==> src/rtl/mem_dma_engine_pkg.sv <==
// Shared types for the memory DMA engine: FSM state encoding and mode constants.
package mem_dma_engine_pkg;

  typedef enum logic [1:0] {
    ST_IDLE   = 2'd0,
    ST_READ   = 2'd1,
    ST_WRITE  = 2'd2,
    ST_FINISH = 2'd3
  } state_t;

  localparam logic MODE_COPY = 1'b0;
  localparam logic MODE_FILL = 1'b1;

endpackage

==> src/rtl/mem_dma_engine_range_chk.sv <==
// Combinational operand check: flags an empty transfer and any range that would run past the memory.
module mem_dma_engine_range_chk
  import mem_dma_engine_pkg::*;
#(
  parameter int ADDR_WIDTH = 10,
  parameter int MEM_WORDS  = 2 ** (ADDR_WIDTH - 2)
) (
  input  logic                  mode,
  input  logic [ADDR_WIDTH-3:0] src_idx,
  input  logic [ADDR_WIDTH-3:0] dst_idx,
  input  logic [ADDR_WIDTH-2:0] length,
  output logic                  zero_len,
  output logic                  range_err
);

  localparam logic [ADDR_WIDTH-1:0] LIMIT = MEM_WORDS[ADDR_WIDTH-1:0];

  // One extra bit of headroom so index+length never overflows the compare.
  logic [ADDR_WIDTH-1:0] dst_end;
  logic [ADDR_WIDTH-1:0] src_end;

  assign dst_end   = {2'b00, dst_idx} + {1'b0, length};
  assign src_end   = {2'b00, src_idx} + {1'b0, length};
  assign zero_len  = (length == '0);
  assign range_err = (dst_end > LIMIT) || ((mode == MODE_COPY) && (src_end > LIMIT));

endmodule

==> src/rtl/mem_dma_engine.sv <==
// Block COPY/FILL engine driving one read and one write port of a single-cycle memory,
// with a completion pulse and an additive checksum of every word written.
module mem_dma_engine
  import mem_dma_engine_pkg::*;
#(
  parameter int ADDR_WIDTH = 10,
  parameter int MEM_WORDS  = 2 ** (ADDR_WIDTH - 2)
) (
  input  logic                  clk,
  input  logic                  rst_n,
  input  logic                  start,
  input  logic                  mode,
  input  logic [ADDR_WIDTH-3:0] src_idx,
  input  logic [ADDR_WIDTH-3:0] dst_idx,
  input  logic [ADDR_WIDTH-2:0] length,
  input  logic [31:0]           fill_data,
  input  logic                  abort,
  output logic                  busy,
  output logic                  done,
  output logic                  error,
  output logic [31:0]           checksum,
  output logic [ADDR_WIDTH-1:0] Waddr,
  output logic                  Wren,
  output logic [31:0]           Wdata,
  output logic [ADDR_WIDTH-1:0] Raddr,
  output logic                  Rden,
  input  logic [31:0]           Rdata
);

  localparam int IW = ADDR_WIDTH - 2;

  state_t           state;
  logic             mode_q;
  logic [IW-1:0]    src_q;
  logic [IW-1:0]    dst_q;
  logic [IW:0]      remaining;
  logic             abort_pend;
  logic             zero_len;
  logic             range_err;
  logic             last_word;

  mem_dma_engine_range_chk #(
    .ADDR_WIDTH (ADDR_WIDTH),
    .MEM_WORDS  (MEM_WORDS)
  ) u_range_chk (
    .mode      (mode),
    .src_idx   (src_idx),
    .dst_idx   (dst_idx),
    .length    (length),
    .zero_len  (zero_len),
    .range_err (range_err)
  );

  // An abort seen during READ is held so the following WRITE still completes the word.
  assign last_word = (remaining == {{IW{1'b0}}, 1'b1}) || abort || abort_pend;

  // NOTE: every state and port register uses <= so all of them update together on the edge.
  always_ff @(posedge clk or negedge rst_n) begin
    if (!rst_n) begin
      state      <= ST_IDLE;
      mode_q     <= MODE_COPY;
      src_q      <= '0;
      dst_q      <= '0;
      remaining  <= '0;
      abort_pend <= 1'b0;
      busy       <= 1'b0;
      done       <= 1'b0;
      error      <= 1'b0;
      checksum   <= '0;
      Waddr      <= '0;
      Wren       <= 1'b0;
      Wdata      <= '0;
      Raddr      <= '0;
      Rden       <= 1'b0;
    end else begin
      case (state)
        ST_IDLE: begin
          done <= 1'b0;
          if (start) begin
            mode_q     <= mode;
            src_q      <= src_idx;
            dst_q      <= dst_idx;
            remaining  <= length;
            abort_pend <= 1'b0;
            checksum   <= '0;
            error      <= range_err;
            busy       <= 1'b1;
            if (zero_len || range_err) begin
              state <= ST_FINISH;
              done  <= 1'b1;
            end else if (mode == MODE_COPY) begin
              state <= ST_READ;
              Rden  <= 1'b1;
              Raddr <= {2'b00, src_idx};
            end else begin
              state <= ST_WRITE;
              Wren  <= 1'b1;
              Waddr <= {2'b00, dst_idx};
              Wdata <= fill_data;
            end
          end
        end

        ST_READ: begin
          Rden  <= 1'b0;
          Raddr <= '0;
          Wdata <= Rdata;
          Wren  <= 1'b1;
          Waddr <= {2'b00, dst_q};
          state <= ST_WRITE;
          if (abort) abort_pend <= 1'b1;
        end

        ST_WRITE: begin
          checksum  <= checksum + Wdata;
          src_q     <= src_q + 1'b1;
          dst_q     <= dst_q + 1'b1;
          remaining <= remaining - 1'b1;
          if (last_word) begin
            state <= ST_FINISH;
            Wren  <= 1'b0;
            Waddr <= '0;
            done  <= 1'b1;
          end else if (mode_q == MODE_COPY) begin
            state <= ST_READ;
            Wren  <= 1'b0;
            Waddr <= '0;
            Rden  <= 1'b1;
            Raddr <= {2'b00, src_q + 1'b1};
          end else begin
            Waddr <= {2'b00, dst_q + 1'b1};
          end
        end

        ST_FINISH: begin
          state <= ST_IDLE;
          done  <= 1'b0;
          busy  <= 1'b0;
        end

        default: state <= ST_IDLE;
      endcase
    end
  end

endmodule

==> config.mk <==
export PLATFORM = sky130hd
export DESIGN_NAME = mem_dma_engine
export DESIGN_NICKNAME = d
export VERILOG_FILES = /design/src/rtl/mem_dma_engine_pkg.sv /design/src/rtl/mem_dma_engine_range_chk.sv /design/src/rtl/mem_dma_engine.sv
export SDC_FILE = /design/constraint.sdc
export NUM_CORES = 1
export LEC_CHECK = 0
export ABC_AREA = 1
export ABC_CLOCK_PERIOD_IN_PS = 4810
export CORE_ASPECT_RATIO = 1.1
export CORE_MARGIN = 5
export CORE_UTILIZATION = 58
export CTS_BUF_LIST = sky130_fd_sc_hd__clkbuf_4 sky130_fd_sc_hd__clkbuf_8
export DETAILED_ROUTE_END_ITERATION = 10
export PLACE_DENSITY = 0.9
export SYNTH_ARGS = -nofsm -noshare
export SYNTH_HDL_FRONTEND = slang
export SYNTH_SLANG_ARGS = --single-unit
==> constraint.sdc <==
create_clock -name clk -period 4.81 [get_ports clk]
set_input_delay 1.443 -clock clk [delete_from_list [all_inputs] [get_ports clk]]
set_output_delay 1.443 -clock clk [all_outputs]
set_load 0.05 [all_outputs]
==> impl_metrics.json <==
{
  "yosysSeqAreaShare_pct": 33.7,
  "comb_power_share_pct": 67.6,
  "finalHoldViolCount": 0,
  "grt_pass1_wl_microns": 42700,
  "place_hpwl_microns": 20000,
  "syn_avg_cell_area_sq_um": 6.83,
  "grt-ovfl-total": 0,
  "cts_setup_buffers": 0,
  "worst_pin_slew_ps": 1120,
  "ant_nets": 0,
  "cts_made_buffers": 17,
  "critPathBufInv": 2,
  "relSlewSlack_pct": 25.3,
  "finalSetupTns_ps": 0,
  "path_cells": "clkdlybuf4s50_1 > ha_1 > inv_1 > fa_1 > nand3b_1 > nand2_1 > nand2_1 > nand2_1 > nand3_1 > nor2_1 > nand2_1 > a21oi_2 > nand3_1 > nand2_2 > nand3_4 > nand2_1 > nand2_1",
  "antenna_found_initial": 0,
  "grt_max_degree": 72,
  "end_kind": "flop",
  "die_h_microns": 137,
  "vias_per_cell": 5.72,
  "min_period_over_period_pct": 87.4,
  "ys_types": 44,
  "area_delta_synth_final_pct": 27.5,
  "fin_skew_ps": 15.0,
  "fmax_ghz": 0.238,
  "p_leak_nw": 5.37,
  "path_class": "input port to flop",
  "hold_path.class": "flop to flop",
  "clk_pin_slew_ps": 70,
  "crit_top_cell": "nand2_1",
  "outcome": "completed",
  "rsz0062_at_grt": "no",
  "via_count": 9194,
  "root_buffer": "clkbuf_8",
  "wl_per_cell_microns": 16.4,
  "rows": 46,
  "die_w_microns": 125,
  "cts-hold-fix-buffers": 0,
  "netlist_area_sq_mm": 0.00848,
  "pwr-share-clk_pct": 11.3,
  "clock_latency_ps": 450,
  "ys_ff_latch": 114,
  "powerDensity_mw_per_mm2": 828,
  "drv_cap": 0,
  "yosysWarnings": 0,
  "grt_pass1_vias": 8659,
  "critical_path.max_stage_delay_ps": 530,
  "initial_core_util_pct": 58.9,
  "setup_viol_count_final": 0,
  "cp.arrival_ps": 4530,
  "cts_tree": "yes",
  "dieArea_sq_mm": 0.0171,
  "drive_gt1_share_pct": 4.52,
  "finalWirelength_microns": 26400,
  "slowest_stage": "clkdlybuf4s50_1",
  "n_antenna_cell": 0,
  "cp_top_family": "simple AND/OR/NAND/NOR gates",
  "switching_share_pct": 55.4,
  "ctsResizeCount": 0,
  "vdd_drop_max_mv": 0.575,
  "drc": 0,
  "intPower_mw": 3.99,
  "core_area_sq_mm": 0.0144,
  "netlist_instances": 1242,
  "grt_usage_pct": 30.7,
  "io_buffer_count": 178,
  "path_max_fanout": 32,
  "dr.pass1.iters": 7,
  "seq_power_share_pct": 21.1,
  "fin_nets": 1556,
  "ios": 183,
  "mostFrequentLayoutCells": "nand2_1, clkdlybuf4s50_1, inv_1, dfrtp_1, nor2_1",
  "start_kind": "input port",
  "power_switching_mw": 4.95,
  "fin_hold_ws_ps": 474,
  "min_period_ps": 4210,
  "clockBufferDepth": 2,
  "final_common_cell": "nand2_1",
  "drtIter0Drc": 952,
  "cts.sinks": 114,
  "h-tree-depth": 4,
  "slew_violations": 0,
  "place_congestion": 1.01,
  "required_ps": 5130
}
## sequential cells by signal, summed over array words and instances (netlist names), 2 cells and up
signal / flops
dst_q: 8
checksum: 32
Waddr: 8
src_q: 8
remaining: 9
Wdata: 32
Raddr: 8
state: 2
## Yosys cell counts (all sizes together)
library cell  instances  area share [%]
a221oi                4            0.41
dfrtp               114              34
inv                 115             5.1
conb                  1           0.044
nand3                39             2.5
clkbuf               34             1.5
nand4                52             3.8
a21oi                95             5.8
a32o                  4            0.47
o22ai                 1           0.074
o221ai                2            0.21
xor2                  2            0.21
a21o                  6            0.53
o211ai                5            0.44
a31oi                 9            0.66
nor4                  4            0.30
a22o                  2            0.21
o21bai                6            0.53
o31ai                 5            0.44
nor2                 90             4.0
a21boi                3            0.27
nand2               435              19
xnor2                 3            0.31
ha                   56             8.3
o21ai                91             5.4
fa                    3            0.71
clkinv                1           0.044
buf                  15             1.4
nor3                 18             1.1
a211oi                1           0.089
nand3b                6            0.58
o21a                  2            0.18
or2                   9            0.69
a22oi                 9            0.80
## cell type report
type / count / area, sq um
Tap cell: 192 / 240
Sequential cell: 114 / 2850
Clock buffer: 21 / 283
Fill cell: 1149 / 3580
Inverter: 116 / 435
Multi-Input combinational cell: 966 / 4970
Clock inverter: 11 / 158
Timing Repair Buffer: 188 / 1870
## final timing paths
check                                      from  slack (ps)  cells past startpoint                 endpoint
min in group asynchronous                 rst_n        1140                      1  checksum[1]$_DFFE_PN0P_
hold / removal             Waddr[0]$_DFFE_PN0P_         470                      2     Waddr[0]$_DFFE_PN0P_
setup reg to reg           state[1]$_DFFE_PN0P_        2080                      8    Wdata[26]$_DFFE_PN0P_
hold reg to reg            Waddr[0]$_DFFE_PN0P_         470                      2     Waddr[0]$_DFFE_PN0P_
setup / recovery                      length[0]         600                     17    Wdata[26]$_DFFE_PN0P_
max in group asynchronous                 rst_n        2910                      2    Wdata[29]$_DFFE_PN0P_
## routing by layer
metal / share of wire, % / global-route usage [%] / vias to the layer above
met5: 0 / 0 / -
met2: 50 / 53.5 / 413
met3: 7.2 / 5.74 / 83
met1: 39 / 37.2 / 4229
met4: 3.9 / 13.7 / 0
li1: - / - / 4469
## power groups by stage
stage / Sequential [mW] / Combinational (mW) / Clock [mW]
floorplan: 2.91 / 3.17 / 0
global placement: 1.87 / 5.80 / 0
detailed placement: 1.89 / 5.94 / 0
CTS: 1.87 / 6.00 / 1.01
global route: 1.94 / 6.63 / 1.05
finish: 1.88 / 6.05 / 1.01
## stage by stage
stage	cell area (sq um)	power [mW]	cells	utilization, %	worst slack, ps
6_report	10800	8.94	1608	75.1	605
5_1_grt	10800	9.63	1608	75.1	279
4_1_cts	10800	8.89	1608	75.1	632
3_5_place_dp	10400	7.82	1576	72.0	252
3_3_place_gp	10400	7.68	1576	72.0	368
2_1_floorplan	8490	6.07	1245	-	1300
## worst register-to-register path, stage by stage, from the launching register on
cell	delay, ps
dfrtp_1	440
inv_1	160
ha_1	190
inv_1	470
a21oi_2	310
buf_4	370
nand3_4	380
nand2_1	230
nand2_1	80
## kinds of logic (layout without fill, tap and decap cells)
| group | Yosys count | count (layout) | synth area share [%] |
|---|---|---|---|
| AO/OA/AOI/OAI | 245 | 245 | 16.5 |
| adder cells (fa/ha/maj) | 59 | 59 | 8.97 |
| buffers and inverters | 165 | 336 | 8.03 |
| flip-flops | 114 | 114 | 33.7 |
| AND/OR/NAND/NOR | 653 | 653 | 32.3 |
| other | 1 | 4 | 0.0442 |
| XOR/XNOR | 5 | 5 | 0.517 |
No activity file was read; power rests on OpenSTA's default activity.
